## src/rtl/accum_seq_ctrl.sv

```systemverilog
// Purpose: sequences bit-plane partial sums into an accumulation buffer, then reads and clears the buffer to present the result.
// Latency: the result is valid 3 cycles after the last partial sum is accepted.
// Backpressure: psum_ready_o is high only in ACCUM; the result is held until result_ready_i or clear_i.
module accum_seq_ctrl #(
  parameter int unsigned NUM_PLANES = 4
) (
  input  logic        clk_i,
  input  logic        rst_ni,
  input  logic        start_i,
  input  logic        clear_i,
  input  logic        psum_valid_i,
  input  logic [15:0] psum_i,
  output logic        psum_ready_o,
  output logic        accum_buf_write_en_o,
  output logic [19:0] shifter_output_o,
  output logic        accum_buf_read_en_o,
  input  logic [31:0] accum_buf_output_i,
  output logic        result_valid_o,
  output logic [31:0] result_o,
  input  logic        result_ready_i,
  output logic        busy_o
);

  typedef enum logic [2:0] {
    S_IDLE,
    S_ACCUM,
    S_FLUSH,
    S_READ,
    S_HOLD
  } state_t;

  localparam logic [2:0] LAST_PLANE = 3'(NUM_PLANES - 1);

  state_t     state;
  logic [2:0] plane_cnt;
  logic       discard;
  logic       do_write;

  // A psum produces a write only when accepted and not overridden by a same-cycle clear.
  assign do_write = (state == S_ACCUM) && psum_valid_i && !clear_i;

  // Handshake and strobes are decoded from the state register only, so no input reaches them combinationally.
  assign psum_ready_o        = (state == S_ACCUM);
  assign accum_buf_read_en_o = (state == S_READ);
  assign result_valid_o      = (state == S_HOLD);
  assign busy_o              = (state != S_IDLE);

  // Control FSM: plane counting, flush of the in-flight write, read/clear of the buffer, result hold.
  always_ff @(posedge clk_i or negedge rst_ni) begin
    if (!rst_ni) begin
      state     <= S_IDLE;
      plane_cnt <= 3'd0;
      discard   <= 1'b0;
      result_o  <= 32'd0;
    end else begin
      case (state)
        S_IDLE: begin
          if (start_i) begin
            state     <= S_ACCUM;
            plane_cnt <= 3'd0;
          end
        end
        S_ACCUM: begin
          if (clear_i) begin
            // Abort: still pulse read_en once so the buffer is left zeroed.
            state   <= S_READ;
            discard <= 1'b1;
          end else if (psum_valid_i) begin
            plane_cnt <= plane_cnt + 3'd1;
            if (plane_cnt == LAST_PLANE) begin
              state <= S_FLUSH;
            end
          end
        end
        S_FLUSH: begin
          // One cycle lets the final registered write land before the read.
          state <= S_READ;
          if (clear_i) begin
            discard <= 1'b1;
          end
        end
        S_READ: begin
          if (discard) begin
            discard <= 1'b0;
            state   <= S_IDLE;
          end else begin
            result_o <= accum_buf_output_i;
            state    <= S_HOLD;
          end
        end
        S_HOLD: begin
          if (clear_i || result_ready_i) begin
            state <= S_IDLE;
          end
        end
        default: state <= S_IDLE;
      endcase
    end
  end

  // Registered write path: shift each accepted psum by its plane index.
  always_ff @(posedge clk_i or negedge rst_ni) begin
    if (!rst_ni) begin
      accum_buf_write_en_o <= 1'b0;
      shifter_output_o     <= 20'd0;
    end else begin
      accum_buf_write_en_o <= do_write;
      shifter_output_o     <= do_write ? (20'(psum_i) << plane_cnt) : 20'd0;
    end
  end

endmodule

```

## config.mk

```make
export PLATFORM = sky130hd
export DESIGN_NAME = accum_seq_ctrl
export DESIGN_NICKNAME = d
export VERILOG_FILES = /design/src/rtl/accum_seq_ctrl.sv
export SDC_FILE = /design/constraint.sdc
export NUM_CORES = 1
export LEC_CHECK = 0
export ABC_AREA = 1
export CAP_MARGIN = 20
export CORE_ASPECT_RATIO = 1.2
export CORE_MARGIN = 1
export CORE_UTILIZATION = 32
export DETAILED_ROUTE_END_ITERATION = 16
export GPL_ROUTABILITY_DRIVEN = 0
export SLEW_MARGIN = 10
export SYNTH_ARGS = -nofsm -noshare
export SYNTH_HDL_FRONTEND = slang
export SYNTH_SLANG_ARGS = --single-unit
```

## constraint.sdc

```tcl
create_clock -name clk_i -period 1.3 [get_ports clk_i]
set_input_delay 0.195 -clock clk_i [delete_from_list [all_inputs] [get_ports clk_i]]
set_output_delay 0.195 -clock clk_i [all_outputs]
set_load 0.01 [all_outputs]
```

# Word-level counts from Yosys, hierarchy flattened
# Index checks and enable logic that the tools add are counted.
# classes
mux	14
div	0
order_cmp	0
multipliers	0
n_eq_ne	12
n_bitwise	1
add_sub_neg	1
n_reduce_logical	13
shift	1
# op_table
cell	count
two-way mux 3 bit	9
two-way mux 20 bit	1
<< shifter 16 x 3 -> 20 bit	1
one-hot mux 3 bit (5 select lines)	1
== test 3 x 2 -> 1 bit (second input constant)	3
AND reduction 4 bit	2
!= test 2 bit (second input constant)	3
one-hot mux 3 bit (2 select lines)	1
!= test 2 x 1 -> 1 bit (second input constant)	2
AND reduction 2 bit	2
nonzero test 2 bit	2
adder 3 x 1 -> 3 bit (second input constant)	1
== test 3 x 1 -> 1 bit (second input constant)	1
== test 3 bit (second input constant)	1
logical NOT 3 bit	1
!= test 3 x 2 -> 1 bit (second input constant)	1
!= test 3 bit (second input constant)	1
nonzero test 3 bit	1
logical AND 1 bit	2
one-hot mux 1 bit (2 select lines)	1
OR reduction 2 bit	1
logical NOT 1 bit	1
logical OR 1 bit	1
two-way mux 1 bit	1
inverter 1 bit	1
# totals
register_bits	60
wordCells	48
ramBits	0
n_memories	0
latch_bits	0
rom_bits	0

# Logic depth before layout (Yosys ltp)
# Gate-level depths: netlist of the first run.
# logic_depth
depth_word	5
mapped_depth	9
ltp_nobuf	9

# Worst setup path before layout of the first run
# OpenSTA, ideal clock, no wires.
# synth_path
path_kind	register to register
from	register state[2]
to	register shifter_output_o[4]
required_time_ps	1235
path_slack_ps	-51
t_arrival_ps	1286
setup_time_ps	65
stages_incl_launch_ff	7
path_cell_list	dfrtp_1 > nor3_4 > nand3_4 > nor2_4 > buf_6 > nand2_1 > nand2_1
# synth_via
elab_chain_len	4
# synth_rtl
element	line_no	rtl
from (decl)	34	state_t state;
from (signal assigned)	51	state <= S_IDLE;
from (signal assigned)	59	state <= S_ACCUM;
from (signal assigned)	66	state <= S_READ;
== test 3 x 1 -> 1 bit	-	
named net psum_ready_o	13	output logic psum_ready_o,
logical AND 1 bit (2 in a row)	40	assign do_write = (state == S_ACCUM) && psum_valid_i && !clear_i;
two-way mux 20 bit	108	shifter_output_o <= do_write ? (20'(psum_i) << plane_cnt) : 20'd0;
to (signal assigned)	108	
to (decl)	15	output logic [19:0] shifter_output_o,
# The timed path passes the listed nets, and every way through them passes these cells.
# A chain may end at the register's enable or synchronous reset.

# Worst setup path after layout of the first run
# layout_path
from	register state[1]
to	output result_valid_o
# layout_via
elab_chain_len	1
# layout_rtl
element	line_no	rtl
== test 3 bit	45	assign result_valid_o = (state == S_HOLD);
to (decl)	18	output logic result_valid_o,
# Every way passes these cells.

==> results of run 1 <==
layout make-up:
type | instances | area, µm²
fillers | 782 | 3390
multi-input cells | 274 | 1680
repair buffers | 161 | 1650
flip-flops and latches | 60 | 1510
well taps | 117 | 146
clock buffers | 11 | 141
inverters | 23 | 91.3
clock inverters | 4 | 50.0
power by group through the flow:
| stage | clock (mW) | sequential (mW) | combinational [mW] |
|---|---|---|---|
| floorplan | 0 | 3.19 | 1.85 |
| global placement | 0 | 2.88 | 4.36 |
| detailed placement | 0 | 2.91 | 4.42 |
| CTS | 1.68 | 2.92 | 5.22 |
| global route | 1.75 | 3.17 | 6.32 |
| finish | 1.65 | 3.09 | 5.82 |
worst max path at each step:
stage | start | slack (ns) | cells past startpoint | endpoint
after floorplan | state[0] | -0.02 | 7 | shifter_output_o[4]
after global placement | state[2] | -0.16 | 3 | psum_ready_o
after detailed placement | state[1] | -0.17 | 3 | accum_buf_read_en_o
after CTS | state[1] | -0.17 | 8 | shifter_output_o[10]
after global routing | state[2] | -0.27 | 8 | shifter_output_o[7]
final | state[1] | -0.17 | 3 | result_valid_o
layer usage:
metal	vias to the layer above	global-route usage [%]	part of all wire [%]
li1	1479	-	-
met1	1425	22.0	36
met2	103	38.1	55
met3	16	5.59	7.1
met4	0	7.14	2.0
met5	-	0	0
cells in the mapped netlist (all sizes together):
cell type / instances
dfrtp: 60
o211ai: 1
nand3b: 2
clkinv: 1
nand3: 39
ha: 2
nor3: 4
buf: 12
nand2: 190
clkbuf: 5
inv: 22
o21ai: 18
a21oi: 2
nor2: 16
timing repair:
item                       in CTS  in global routing
cloned                          7                  1
hold buffers                    1                  0
setup endpoints to repair     117                 64
pin swaps                      16                 31
buffers inserted               13                  4
gates resized for setup       156                 83
hold endpoints to repair       60                  0
cell families after synthesis:
group / share of synthesized area, %
simple gates: 36.6
flops: 51.8
buf+inv: 6.95
compound gates: 3.72
fa+ha+maj: 0.864
critical path: stages, from the launching register on:
cell and delay (ns):
dfrtp_2 0.46, buf_4 0.15, nor3_2 0.17, buf_2 0.16
flip-flops by register name (all words and copies together) (netlist names):
signal	flops
accum_buf_write_en_o	1
discard	1
plane_cnt	3
result_o	32
shifter_output_o	20
state	3
stage by stage:
stage / TNS (ns) / worst slack, ns / util (%) / std cells / power (mW)
floorplan: -0.311 / -0.0246 / - / 374 / 5.04
finish: -4.80 / -0.170 / 60.9 / 650 / 10.6
global placement: -5.67 / -0.161 / 49.7 / 614 / 7.23
CTS: -5.96 / -0.171 / 57.9 / 650 / 9.82
detailed placement: -7.44 / -0.173 / 49.7 / 614 / 7.33
global route: -9.24 / -0.271 / 60.9 / 650 / 11.2
==> impl_metrics.tcl, run 1 <==
set metrics [dict create \
    root_buffer "clkbuf_8" \
    drive_gt1_share_pct 33.6 \
    drt_wl_total_um 9560 \
    status "finished with violations" \
    synth_nets 430 \
    r2r.worst_path.cells 8 \
    area_growth_pct 81.9 \
    setup_viol 61 \
    htreeDepth 3 \
    ios 111 \
    ir_drop_uv 632 \
    syn_avg_cell_area_um2 7.74 \
    cts_max_path_buffers 2 \
    static-leakage-power_nw 2.61 \
    intPower_mw 6.24 \
    syn_inst 374 \
    ys_warn_count 0 \
    synth_seq_cells 60 \
    diodes 0 \
    hold_end "result_o[28]" \
    rows 37 \
    clock_skew_ns 0.00729 \
    final.period_utilization_pct 113 \
    endpoint_kind "output port" \
    grt_pass1_wl_um 14600 \
    grt_antenna_before_repair 0 \
    power_density_nw_per_um2 2000 \
    synth.distinct_cells 22 \
    rsz0062_at_grt "true" \
    slew_headroom_pct 70.3 \
    holdPathStages 3 \
    switching_share_pct 40.9 \
    critical_path_peak_fanout 4 \
    synth_largest_area_cell "dfrtp_1" \
    rrSetupSlack_ns -0.14 \
    dp_hpwl_um 5760 \
    final_common_cell "nand2_1" \
    drt_iter0_drc 80 \
    initial_utilization_pct 33.5 \
    hold_path.class "primary input to flop" \
    routedWlPerCell_um 14.7 \
    worstSetupPathType "flop to output port" \
    cap_viol_max_count 0 \
    p_sw_mw 4.32 \
    pwr-share-clk_pct 15.6 \
    post-route-min-period_ns 1.47 \
    track_usage_pct 20.6 \
    portBuffers 110 \
    fin_hold_ws_ns 0.409 \
    placed_cell_area_um2 4300 \
    hold_viol_final 0 \
    synth_area_um2 2900 \
    via_count 3023 \
    cts.sinks 60 \
    required_ns 1.11 \
    combPwrFrac_pct 55.1 \
    critPathLaunchType "flop" \
    rr_startpoint "state[1]" \
    worst_slack_ns -0.170 \
    worstHoldStart "accum_buf_output_i[28]" \
    final_cell_mix "131 x nand2_1, 57 x dfrtp_1, 53 x dlygate4sd2_1" \
    synth_top_area_share_pct 51.8 \
    die_x_um 88.9 \
    grt_overflow 0 \
    final_net_count 585 \
    crit_arrival_ns 1.27 \
    dr.pass1.iters 4 \
    p_seq_share_pct 29.3 \
    grt_pass1_vias 3103 \
    via_per_inst 4.65 \
    violations "negative setup slack" \
    clk_latency_ns 0.34 \
    timing.rr.end "shifter_output_o[7]" \
    worst_slew_pin_slew_ns 0.446 \
    fmax_ghz 0.680 \
    seq_area_frac_synth_pct 51.8 \
    die_y_um 106 \
    grt_max_degree 32 \
    die_area_um2 9440 \
    cts_tree "built" \
    drc 0 \
    synthTopCellsByArea "dfrtp_1 52%, nand2_1 24%, nand3_1 6.6%" \
    coreArea_um2 8660 \
    cts_inserted_buffers 9 \
    finalMaxSlewViolations 0 \
    path_clk_slew_ns 0.07 \
    ant_nets 0 \
    stdcell_area_um2 5270 \
]
Power figures use the tool's default switching activity.
==> run 2: changes to the inputs <==
--- a/config.mk
+++ b/config.mk
@@ -9,9 +9,10 @@
 export CAP_MARGIN = 20
 export CORE_ASPECT_RATIO = 1.2
 export CORE_MARGIN = 1
-export CORE_UTILIZATION = 32
+export CORE_UTILIZATION = 35
 export DETAILED_ROUTE_END_ITERATION = 16
 export GPL_ROUTABILITY_DRIVEN = 0
+export PLACE_DENSITY = 0.69
 export SLEW_MARGIN = 10
 export SYNTH_ARGS = -nofsm -noshare
 export SYNTH_HDL_FRONTEND = slang
==> run 2 against run 1 <==
Effect of this change:
- the run still ends with negative setup slack left
- cell area down 7.9%
- first-iteration DRC count increased by 15%
- worst hold slack gained 0.0058 ns
- total power shrank 8.9%
- critical path depth stayed put
- global-route usage decreased by 2.4 points
- flip-flop and latch count unchanged
- highest routed layer unchanged
==> impl_metrics.tcl, run 2 (synthesis gave the netlist of run 1 again) <==
set metrics [dict create \
    status "finished with violations" \
    violations "negative setup slack" \
    clk_latency_ns 0.33 \
    worst_slack_ns -0.127 \
    htreeDepth 3 \
    drc 0 \
    die_x_um 85.0 \
    cts_max_path_buffers 2 \
    required_ns 1.11 \
    coreArea_um2 8060 \
    critical_path_peak_fanout 3 \
    placed_cells 588 \
    via_per_inst 4.70 \
    ant_nets 0 \
    intPower_mw 5.79 \
    endpoint_kind "output port" \
    regMostFlops "result_o" \
    slew_headroom_pct 74.7 \
    hold_viol_final 0 \
    track_usage_pct 18.3 \
    hold_path.class "primary input to async pin" \
    final_cells 625 \
    setup_viol 42 \
    clock_skew_ns 0.00847 \
    ios 111 \
    routedWlPerCell_um 13.7 \
    p_seq_share_pct 30.0 \
    post-route-min-period_ns 1.43 \
    dp_hpwl_um 5490 \
    die_area_um2 8650 \
    p_sw_mw 3.84 \
    die_y_um 102 \
    multi_input_area_um2 1440 \
    largest_reg_flops 32 \
    cts_tree "built" \
    drt_wl_total_um 8550 \
    root_buffer "clkbuf_8" \
    grt_overflow 0 \
    crit_arrival_ns 1.23 \
    final.period_utilization_pct 110 \
    rows 36 \
    grt_pass1_wl_um 12400 \
    drive_gt1_share_pct 23.8 \
    pwr-share-clk_pct 17.5 \
    switching_share_pct 39.9 \
    static-leakage-power_nw 2.53 \
    diodes 0 \
    via_count 2939 \
    grt_max_degree 61 \
    dr.pass1.iters 4 \
    worstSetupPathType "flop to output port" \
    worst_slew_pin_slew_ns 0.377 \
    drt_iter0_drc 92 \
    fillers 725 \
    final_net_count 581 \
    grt_pass1_vias 2698 \
    finalMaxSlewViolations 0 \
    rsz0062_at_grt "true" \
    grt_antenna_before_repair 0 \
    reg.largest.list "result_o (32), shifter_output_o (20)" \
    area_growth_pct 67.6 \
    final_cell_mix "167 x nand2_1, 58 x dfrtp_1, 53 x dlygate4sd2_1" \
    cts.sinks 60 \
    cap_viol_max_count 0 \
    ir_drop_uv 1090 \
    initial_utilization_pct 35.9 \
    portBuffers 110 \
    power_density_nw_per_um2 1980 \
    cts_inserted_buffers 9 \
    combPwrFrac_pct 52.6 \
    critPathLaunchType "flop" \
    tns_ns -2.72 \
    preCtsSetupSlack_ns -0.158 \
    final_common_cell "nand2_1" \
    fmax_ghz 0.701 \
    regArea_um2 1500 \
    path_clk_slew_ns 0.07 \
]
[run 2: cell types whose count changed in the layout (fill, tap and decap cells not counted), sizes merged]
| cell | before | now |
|---|---|---|
| clkbuf | 12 | 16 |
| buf | 54 | 44 |
| nand2 | 190 | 193 |
[run 2: worst max-delay path: stages, from the launching register on]
cell and delay [ns]:
dfrtp_1 0.40, buf_4 0.14, nor3_2 0.20, buf_2 0.16
[run 2: cell type report]
type | instances | share of cell area (%)
multi-input combinational | 277 | 29.7
sequential | 60 | 31.0
clock buffer | 12 | 3.20
clock inverter | 4 | 0.979
inverter | 23 | 1.91
timing repair buffer | 154 | 30.8
tap | 95 | 2.45
[run 2: power groups by stage]
stage / combinational [mW] / sequential [mW] / clock, mW
after floorplan: 1.85 / 3.19 / 0
after global placement: 4.27 / 2.87 / 0
after detailed placement: 4.33 / 2.90 / 0
after CTS: 4.09 / 2.85 / 1.74
after global routing: 5.53 / 2.95 / 1.84
final: 5.06 / 2.89 / 1.68
[run 2: routing by layer]
layer / vias to the layer above / share of wire, % / routed length (µm) / track usage [%]
met1: 1360 / 43 / 3670 / 22.9
met3: 12 / 4.7 / 400 / 4.65
met4: 0 / 1.7 / 148 / 7.95
li1: 1470 / - / - / -
met5: - / 0 / 0 / 0
met2: 97 / 51 / 4330 / 30.0
[run 2: worst paths after layout]
check	from	end	slack [ns]	depth (start not counted)
worst max register to register	state[2]	shifter_output_o[2]	-0.11	8
worst min register to register	result_o[30]	result_o[30]	0.47	2
worst min-delay path	rst_ni	result_o[19]	0.41	3
max in group asynchronous	rst_ni	state[1]	0.60	3
min in group clk_i	accum_buf_output_i[7]	result_o[7]	0.43	3
worst max-delay path	state[0]	result_valid_o	-0.13	3
[run 2: through the flow]
step | utilization, % | hold WS, ns | instance area, µm² | power, mW
floorplan | - | -0.101 | 2900 | 5.04
global placement | 52.1 | 0.226 | 4200 | 7.14
detailed placement | 52.1 | 0.227 | 4200 | 7.23
CTS | 55.2 | 0.409 | 4450 | 8.68
global route | 60.2 | 0.411 | 4850 | 10.3
finish | 60.2 | 0.414 | 4850 | 9.62
[run 2: repair_timing]
action	CTS	global route
cloned	0	8
hold endpoints to repair	60	0
pin swaps	14	27
buffers inserted	4	8
gates resized for setup	97	47
hold buffers	1	0
setup endpoints to repair	114	63
==> run 3: changes to the inputs <==
--- a/config.mk
+++ b/config.mk
@@ -9,10 +9,12 @@
 export CAP_MARGIN = 20
 export CORE_ASPECT_RATIO = 1.2
 export CORE_MARGIN = 1
-export CORE_UTILIZATION = 35
+export CORE_UTILIZATION = 40
+export CTS_CLUSTER_DIAMETER = 30
 export DETAILED_ROUTE_END_ITERATION = 16
 export GPL_ROUTABILITY_DRIVEN = 0
-export PLACE_DENSITY = 0.69
+export PLACE_DENSITY = 0.77
+export SETUP_SLACK_MARGIN = 0.3
 export SLEW_MARGIN = 10
 export SYNTH_ARGS = -nofsm -noshare
 export SYNTH_HDL_FRONTEND = slang
==> run 3 against run 2 <==
Effect of this change:
- the flow still finishes with violations (negative setup slack)
- critical path type is now flop to flop
- combinational power increased by 27%
- largest cell class is now buffers
- total power increased by 18%
- critical endpoint is now result_o[6]
- sequential power increased by 3%
- clock power increased by 17%
- setup slack got worse by 0.13 ns
- cell count increased by 5.4%
- non-clock buffer count increased by 41
- routed wire length increased by 14%
- clock skew about the same
==> impl_metrics.tcl, run 3 (synthesis gave the netlist of run 1 again) <==
set metrics [dict create \
    status "finished with violations" \
    violations "negative setup slack" \
    area_growth_pct 79.8 \
    drt_iter0_drc 148 \
    coreArea_um2 6940 \
    critPathLaunchType "flop" \
    total_power_mw 11.3 \
    preCtsSetupSlack_ns -0.173 \
    worstSetupPathType "flop to flop" \
    routedWlPerCell_um 14.8 \
    static-leakage-power_nw 2.68 \
    hold_viol_final 0 \
    crit_arrival_ns 1.78 \
    cp_cell_sequence "buf_6 -> nor3_4 -> buf_4 -> buf_6 -> buf_8 -> nand2_8 -> nand2_2 -> nand2_1" \
    dp_hpwl_um 5420 \
    cpMaxStageDelayCell "dfrtp_2" \
    fmax_ghz 0.642 \
    die_x_um 79.7 \
    largest_reg_flops 32 \
    cts.sinks 60 \
    die_y_um 95.2 \
    ir_drop_uv 1560 \
    htreeDepth 3 \
    grt_pass1_wl_um 14800 \
    final_net_count 623 \
    cpMostUsedCell "buf_6" \
    finalMaxSlewViolations 0 \
    via_per_inst 4.92 \
    hold_path.class "primary input to flop" \
    drive_gt1_share_pct 42.0 \
    portBuffers 110 \
    die_area_um2 7590 \
    post-route-min-period_ns 1.56 \
    track_usage_pct 26.0 \
    fillers 463 \
    drt_wl_total_um 9770 \
    root_buffer "clkbuf_8" \
    drc 0 \
    cp_slowest_stage_delay_ns 0.42 \
    worst_slack_ns -0.258 \
    final.period_utilization_pct 120 \
    critical_path_peak_fanout 8 \
    stdcell_area_um2 5210 \
    rows 33 \
    slew_headroom_pct 73.2 \
    setup_viol 63 \
    rrSetupSlack_ns -0.26 \
    ant_nets 0 \
    final_cell_mix "144 x nand2_1, 58 x buf_4, 57 x dfrtp_1" \
    clock_skew_ns 0.00848 \
    cts_max_path_buffers 2 \
    clk_latency_ns 0.34 \
    worst_slew_pin_slew_ns 0.402 \
    cap_viol_max_count 0 \
    reg.largest.list "result_o (32), shifter_output_o (20)" \
    grt_pass1_vias 3131 \
    cts_tree "built" \
    power_density_nw_per_um2 2180 \
    placed_cell_area_um2 4200 \
    grt_overflow 0 \
    path_clk_slew_ns 0.07 \
    rsz0062_at_grt "true" \
    diodes 0 \
    cts_inserted_buffers 9 \
    grt_max_degree 34 \
    required_ns 1.52 \
    endpoint_kind "flop" \
    final_common_cell "nand2_1" \
    dr.pass1.iters 4 \
    ios 111 \
    initial_utilization_pct 41.8 \
    regMostFlops "result_o" \
    via_count 3242 \
    grt_antenna_before_repair 0 \
]
## run 3: cell count changes in the layout (fill, tap and decap cells not counted), sizes merged
| cell | delta |
|---|---|
| clkinvlp | -1 |
| clkdlybuf4s15 | +1 |
| clkinv | -1 |
| clkbuf | -3 |
| bufinv | +1 |
| dlygate4sd2 | -53 |
| buf | +97 |
| nand2 | +1 |
## run 3: critical path: cells and delay by family, from the launching register on
kind          cells  cell delay, ns
buf+inv           4            0.51
simple gates      4            0.52
flops             1            0.42
## run 3: cell type report
class,instances,area (µm²),area share (%)
clock inverter,3,67.6,1.30
multi-input combinational,278,1530,29.4
timing repair buffer,195,1740,33.4
clock buffer,13,169,3.24
sequential,60,1510,28.9
tap,87,109,2.09
inverter,23,90.1,1.73
## run 3: through the flow
| step | TNS (ns) | hold slack (ns) | cells | util, % |
|---|---|---|---|---|
| after global placement | -5.80 | 0.220 | 578 | 60.6 |
| after floorplan | -0.304 | -0.101 | 374 | - |
| after detailed placement | -8.22 | 0.228 | 578 | 60.6 |
| final | -10.11 | 0.408 | 659 | 75.1 |
| after global routing | -13.29 | 0.415 | 659 | 75.1 |
| after CTS | -5.09 | 0.411 | 645 | 71.2 |
## run 3: timing repair
item / 4_1_cts / 5_1_grt
pin swaps: 15 / 18
setup buffers: 41 / 14
endpoints found under the hold margin: 60 / 0
resized for setup: 312 / 45
hold buffers: 1 / 0
cloned: 9 / 0
setup endpoints to repair: 117 / 117
## run 3: path summary, 6_finish.rpt
check / end / start / cells past startpoint
min in group asynchronous: result_o[10] / rst_ni / 3
setup reg to reg: result_o[6] / state[2] / 8
hold / removal: result_o[5] / accum_buf_output_i[5] / 3
hold reg to reg: result_o[5] / result_o[5] / 2
max in group asynchronous: state[1] / rst_ni / 3
setup / recovery: result_o[6] / state[2] / 8
## run 3: per-layer routing
| metal | track usage [%] | up-vias | part of all wire, % |
|---|---|---|---|
| met2 | 45.4 | 135 | 51 |
| met5 | 0 | - | 0 |
| li1 | - | 1560 | - |
| met3 | 5.65 | 35 | 6.7 |
| met1 | 29.0 | 1512 | 38 |
| met4 | 15.0 | 0 | 4.7 |
## run 3: where the power goes
group / internal [mW] / switching [mW] / leakage [nW]
Clock: 1.24 / 0.723 / 0.116
Sequential: 2.53 / 0.447 / 0.764
Combinational: 3.15 / 3.25 / 1.80
